<file path="src/rtl/reg_file_scoreboard.sv">
// reg_file_scoreboard
// Clocked multi-port register file with a per-register busy scoreboard.
// Multi-cycle producers reserve a destination at issue and release it on
// writeback. Decode uses the per-source busy flags and Stall to hold
// dependent instructions.
//
// Optional feature: define REGFILE_BYPASS_EN to forward the write data and
// clear the busy flag on a read port when it reads the register being
// written in the same cycle. Without the macro, reads and busy flags
// reflect stored state only.
module reg_file_scoreboard #(
    parameter int DATA_W   = 32,
    parameter int ADDR_W   = 4,
    parameter int ZERO_REG = 1
) (
    input  logic              Clk,
    input  logic              Reset,
    input  logic              WriteEn,
    input  logic [ADDR_W-1:0] Destination,
    input  logic [DATA_W-1:0] Din,
    input  logic [ADDR_W-1:0] RegSource1,
    input  logic [ADDR_W-1:0] RegSource2,
    output logic [DATA_W-1:0] Source1,
    output logic [DATA_W-1:0] Source2,
    input  logic              ReserveEn,
    input  logic [ADDR_W-1:0] ReserveReg,
    output logic              ReserveOk,
    output logic              Busy1,
    output logic              Busy2,
    output logic              Stall,
    output logic [ADDR_W:0]   BusyCount
);

    localparam int DEPTH = 2 ** ADDR_W;
    localparam bit ZERO_EN = (ZERO_REG != 0);
    localparam logic [ADDR_W-1:0] ZERO_ADDR = {ADDR_W{1'b0}};
    localparam logic [ADDR_W:0]   CNT_ONE   = {{ADDR_W{1'b0}}, 1'b1};

    // Architectural state
    logic [DATA_W-1:0] mem_r [DEPTH];
    logic [DEPTH-1:0]  busy_r;
    logic [ADDR_W:0]   busy_count_r;

    // Decoded control
    logic              write_act_s;
    logic              release_s;
    logic              reserve_zero_s;
    logic              reserve_ok_s;
    logic              set_s;
    logic              inc_s;
    logic [DEPTH-1:0]  busy_clr_s;
    logic [DEPTH-1:0]  busy_next_s;
    logic [ADDR_W:0]   count_next_s;
    logic [DATA_W-1:0] rd1_s;
    logic [DATA_W-1:0] rd2_s;
    logic              busy1_s;
    logic              busy2_s;

    // Stored value at an address; the hardwired zero register always reads 0.
    function automatic logic [DATA_W-1:0] stored_value(
        input logic [ADDR_W-1:0] addr,
        input logic [DATA_W-1:0] value
    );
        if (ZERO_EN && (addr == ZERO_ADDR)) begin
            return {DATA_W{1'b0}};
        end else begin
            return value;
        end
    endfunction

    // Write acceptance, release and reservation decision.
    always_comb begin
        write_act_s    = WriteEn && !(ZERO_EN && (Destination == ZERO_ADDR));
        release_s      = write_act_s && busy_r[Destination];
        reserve_zero_s = ZERO_EN && (ReserveReg == ZERO_ADDR);
        // A busy register can be re-reserved when its writeback lands this cycle.
        reserve_ok_s   = ReserveEn && (reserve_zero_s || !busy_r[ReserveReg] ||
                                       (WriteEn && (Destination == ReserveReg)));
        // Reserving the zero register is accepted but tracks nothing.
        set_s          = reserve_ok_s && !reserve_zero_s;
    end

    // Next busy vector: release first, then the new reservation on top, so a
    // same-register writeback plus reserve leaves the register busy.
    always_comb begin
        busy_clr_s = busy_r;
        if (release_s) begin
            busy_clr_s[Destination] = 1'b0;
        end else begin
            busy_clr_s = busy_r;
        end
        busy_next_s = busy_clr_s;
        if (set_s) begin
            busy_next_s[ReserveReg] = 1'b1;
        end else begin
            busy_next_s = busy_clr_s;
        end
        // Counting against the post-release vector keeps the count equal to
        // the popcount when release and re-reserve hit the same register.
        inc_s = set_s && !busy_clr_s[ReserveReg];
    end

    // Busy counter next value from increment/decrement events.
    always_comb begin
        case ({inc_s, release_s})
            2'b10:   count_next_s = busy_count_r + CNT_ONE;
            2'b01:   count_next_s = busy_count_r - CNT_ONE;
            default: count_next_s = busy_count_r;
        endcase
    end

    // Data array: cleared by reset, written on accepted writes.
    always_ff @(posedge Clk or posedge Reset) begin
        if (Reset) begin
            for (int i = 0; i < DEPTH; i++) begin
                mem_r[i] <= {DATA_W{1'b0}};
            end
        end else if (write_act_s) begin
            mem_r[Destination] <= Din;
        end
    end

    // Scoreboard state: busy bits and their population count.
    always_ff @(posedge Clk or posedge Reset) begin
        if (Reset) begin
            busy_r       <= {DEPTH{1'b0}};
            busy_count_r <= {(ADDR_W+1){1'b0}};
        end else begin
            busy_r       <= busy_next_s;
            busy_count_r <= count_next_s;
        end
    end

    // Read ports and per-source busy flags, optionally forwarding the write.
    always_comb begin
        rd1_s   = stored_value(RegSource1, mem_r[RegSource1]);
        rd2_s   = stored_value(RegSource2, mem_r[RegSource2]);
        busy1_s = busy_r[RegSource1];
        busy2_s = busy_r[RegSource2];
`ifdef REGFILE_BYPASS_EN
        if (write_act_s && (Destination == RegSource1)) begin
            rd1_s   = Din;
            busy1_s = 1'b0;
        end else begin
            rd1_s   = stored_value(RegSource1, mem_r[RegSource1]);
            busy1_s = busy_r[RegSource1];
        end
        if (write_act_s && (Destination == RegSource2)) begin
            rd2_s   = Din;
            busy2_s = 1'b0;
        end else begin
            rd2_s   = stored_value(RegSource2, mem_r[RegSource2]);
            busy2_s = busy_r[RegSource2];
        end
`endif
    end

    assign Source1   = rd1_s;
    assign Source2   = rd2_s;
    assign Busy1     = busy1_s;
    assign Busy2     = busy2_s;
    assign Stall     = busy1_s | busy2_s;
    assign ReserveOk = reserve_ok_s;
    assign BusyCount = busy_count_r;

endmodule

</file>
<file path="config.mk">
export PLATFORM = sky130hd
export DESIGN_NAME = reg_file_scoreboard
export DESIGN_NICKNAME = d
export VERILOG_FILES = /design/src/rtl/reg_file_scoreboard.sv
export SDC_FILE = /design/constraint.sdc
export NUM_CORES = 1
export LEC_CHECK = 0
export BUFFER_PORTS_ARGS = -buffer_cell sky130_fd_sc_hd__clkbuf_2
export CAP_MARGIN = 15
export CORE_ASPECT_RATIO = 1.25
export CORE_MARGIN = 4
export CORE_UTILIZATION = 30
export DETAILED_ROUTE_END_ITERATION = 16
export SLEW_MARGIN = 20
export SYNTH_ARGS = -nofsm -noshare
export SYNTH_HDL_FRONTEND = slang
export SYNTH_SLANG_ARGS = --single-unit
</file>
<file path="constraint.sdc">
create_clock -name Clk -period 23.8 [get_ports Clk]
set_clock_uncertainty 0.1 [all_clocks]
set_input_delay 2.38 -clock Clk [delete_from_list [all_inputs] [get_ports Clk]]
set_output_delay 2.38 -clock Clk [all_outputs]
set_load 0.05 [all_outputs]
</file>
==> summary.txt <==
Yosys
  – Syn avg cell area: 16.32 um^2
  – Flops & latches, synth: 533
  – Unique masters post-synth: 42
  – Synth Cell Area: 28550 um^2
  – Synth Instances: 1750
  – Ys Warns: 0
  – Sequential share of the synthesized area: roughly 47%
  – Post-synthesis net count: roughly 1800

STA
  – Max Slew Vio Count: 0
  – Final min period: ~8.7 ns
  – Final setup violation count: 0
  – Final hold violation count: 0
  – Slew HR: 28.34%
  – Post-route setup slack: roughly 15 ns
  – RSZ-0062 raised after global routing: false
  – Fin crit share: between 30 and 40%
  – Fmax: 0.1156 GHz
  – Slew @ Worst Pin: 1.072 ns
  – Setup TNS: 0 ns

Floorplanning
  – Die X: between 200 and 300 um
  – I/O Pins: 125
  – Die area: 100200 um^2
  – CORE AREA: roughly 94000 um^2
  – FP Rows: between 100 and 150
  – Die Ht: 352.9 um
  – Initial Util: 30.24%

Clock tree
  – CTS clk-pin slew, worst paths: 0.06 ns
  – CTS H-tree lvls: 2
  – Root buf cell: clkbuf_16
  – # hold bufs at CTS: 0
  – Post-CTS Setup Inserts: 0
  – Num CTS Buffers: 59
  – CTS tree: done
  – Clock sinks: 533
  – Clock Latency Late Sink: 0.63 ns
  – PostCTS Resize Cnt: 0
  – CTS Buffer Depth: 3

Global route
  – Largest net degree at the start of global routing: 107
  – Vias in the first global route: 18480
  – Global route overflow: 0
  – All-Layer GR Usage: between 15 and 20%
  – Antenna violations before repair: 7
  – First-pass GRT wire length: between 100000 and 150000 um

Power and ir drop
  – Clock power frac: 31.2%
  – Logic gate share of total power: a little over a quarter
  – NetSw: ~0.00094 W
  – PwrDens: 94.66 nW/um^2
  – Final total power: slightly above 0.003 W
  – Maximum vdd drop: about 57 uV
  – Leak pwr: 13.10 nW
  – Share of power burned in registers: between 40% and 50%
  – Pint: 0.002107 W
  – Sw Ratio: a little under a third

Layout
  – Register Area: 13340 um^2
  – Area of the multi-input gates: 14300 um^2
  – Commonest non-fill, non-tap cell in the layout: dfrtp_1
  – Layout Nets: 1819
  – Layout cells sized above 1: 57.67%
  – Layout fillers: approximately 8900
  – Commonest non-fill, non-tap cells in the layout: dfrtp_1, mux2_2, mux4_2, clkbuf_2, nor2b_1
  – Synth-to-layout area growth: 12.76%

Worst setup path
  – Crit path arrival time: 6.17 ns
  – Req. time, crit path: 21.32 ns
  – CP cell instances: clkbuf_8 -> buf_4 -> buf_4 -> mux4_2 -> mux4_2 -> nor2b_1 -> clkbuf_2
  – CP Launch Type: input port
  – Crit Path Category: in -> out
  – Worst reg-to-reg setup slack: between 20 and 25 ns
  – Worst Path Max Fanout: 53
  – Slowest CP cell: buf_4
  – Max stage delay on crit path: 0.79 ns
  – Critical Path End Type: output pin

Routing
  – Initial drt markers: 1203
  – DRC violations left: 0
  – Via count: 16580
  – Wire length on met2: between 40000 and 50000 um
  – DR vias/cell: roughly 5.5
  – Wire length on met1: about 33000 um
  – Top routing layer used: met5
  – DRT antenna net count: 0
  – WL final: 80750 um
  – TritonRoute pass-1 iters: 5
  – Met3 wire len: 3906 um
  – DR WL/cell: 26.64 um

Flow run
  – Number of max-cap violations: 0

Placement
  – Hpwl dp: 47030 um
  – Routability Congestion: around 0.80
  – Post-place setup slack: ~15 ns
  – IO buf count: 124

Run status
  – Outcome: complete, no violations

Min path
  – Min-delay worst type: reg -> reg
## synthesized netlist by cell type, drive strengths merged
| cell | number | share of area (%) |
|---|---|---|
| o21ai | 12 | 0.21 |
| mux4 | 333 | 26 |
| clkbuf | 93 | 1.2 |
| o211ai | 1 | 0.026 |
| nand4b | 1 | 0.031 |
| dfrtp | 533 | 47 |
| o32ai | 1 | 0.031 |
| o41ai | 3 | 0.092 |
| xnor2 | 3 | 0.092 |
| nand2b | 7 | 0.15 |
| buf | 115 | 2.3 |
| nor2 | 13 | 0.17 |
| xor2 | 7 | 0.21 |
| nand3 | 6 | 0.11 |
| a211o | 1 | 0.031 |
| mux2i | 15 | 0.53 |
| nor4 | 3 | 0.088 |
| o31a | 1 | 0.031 |
| nor3b | 1 | 0.026 |
| ha | 3 | 0.13 |
| inv | 4 | 0.053 |
| or3b | 2 | 0.061 |
| and2 | 2 | 0.044 |
| nor3 | 2 | 0.035 |
| nand2 | 10 | 0.13 |
| o31ai | 13 | 0.34 |
| nor2b | 66 | 1.4 |
| or3 | 3 | 0.066 |
| or4 | 1 | 0.026 |
| mux2 | 484 | 19 |
| o211a | 1 | 0.035 |
| nand3b | 3 | 0.079 |
| a21oi | 5 | 0.11 |
| o21bai | 1 | 0.026 |
| a211oi | 1 | 0.026 |
## cells by family (layout without fill, tap and decap cells)
group | count (synthesis) | count (layout) | share of synthesized area, %
other | 0 | 3 | 0
DFF | 533 | 533 | 46.71
xor gates and xnor gates | 10 | 10 | 0.3068
and+or+nand+nor | 120 | 120 | 2.463
buffers and inverters | 212 | 274 | 3.545
muxes | 832 | 832 | 45.88
AOI/OAI and AO/OA | 40 | 40 | 0.9641
adders and majority gates | 3 | 3 | 0.1315
## through the flow
stage | cells | utilization (%) | area [um^2] | hold slack [ns]
after CTS | 3027 | 34.05 | 32150 | 0.2971
after floorplan | 1750 | - | 28550 | 0.3413
after global routing | 3029 | 34.09 | 32190 | 0.3074
after detailed placement | 2918 | 31.89 | 30110 | 0.2833
final | 3031 | 34.10 | 32200 | 0.2954
after global placement | 2918 | 31.89 | 30110 | 0.2763
## registers in the layout (all words and copies together), names as in the netlist
| register | count |
|---|---|
| mem_r | 512 |
| BusyCount | 5 |
| busy_r | 16 |
## path summary, 6_finish.rpt
check	from	endpoint	cells after the start
max reg2reg	busy_r[8]$_DFF_PP0_	BusyCount[4]$_DFFE_PP0P_	11
max in group asynchronous	Reset	mem_r[54]$_DFFE_PP0P_	4
min in group asynchronous	Reset	BusyCount[4]$_DFFE_PP0P_	2
min	mem_r[505]$_DFFE_PP0P_	mem_r[505]$_DFFE_PP0P_	0
max	RegSource1[0]	Source1[6]	7
min reg2reg	mem_r[505]$_DFFE_PP0P_	mem_r[505]$_DFFE_PP0P_	0
## area by class of cell
class	instances	area share (%)
inverter	4	0.06995
antenna	3	0.02332
tap	1216	4.725
clock buffer	85	5.390
multi-input combinational	1005	44.42
timing repair buffer	161	2.996
clock inverter	24	0.9482
sequential	533	41.43
## power groups by stage
stage | logic, W | clock network [W] | registers (W)
3_3_place_gp | 0.000821 | 0 | 0.00126
5_1_grt | 0.000887 | 0.00101 | 0.00129
6_report | 0.000830 | 0.000951 | 0.00127
2_1_floorplan | 0.000658 | 0 | 0.00124
4_1_cts | 0.000841 | 0.000973 | 0.00127
3_5_place_dp | 0.000839 | 0 | 0.00128
## critical path: cells and delay by family
family                 cells  cell delay (ns)
buffers and inverters      4             2.36
muxes                      2             1.16
and+or+nand+nor            1             0.17
## routing by layer
metal  up-vias  GRT usage [%]
met3       135          2.621
met4         4          4.781
met2       446          28.14
li1       6821              -
met1      9175          20.43
met5         -              0
No activity file was read; power rests on OpenSTA's default activity.
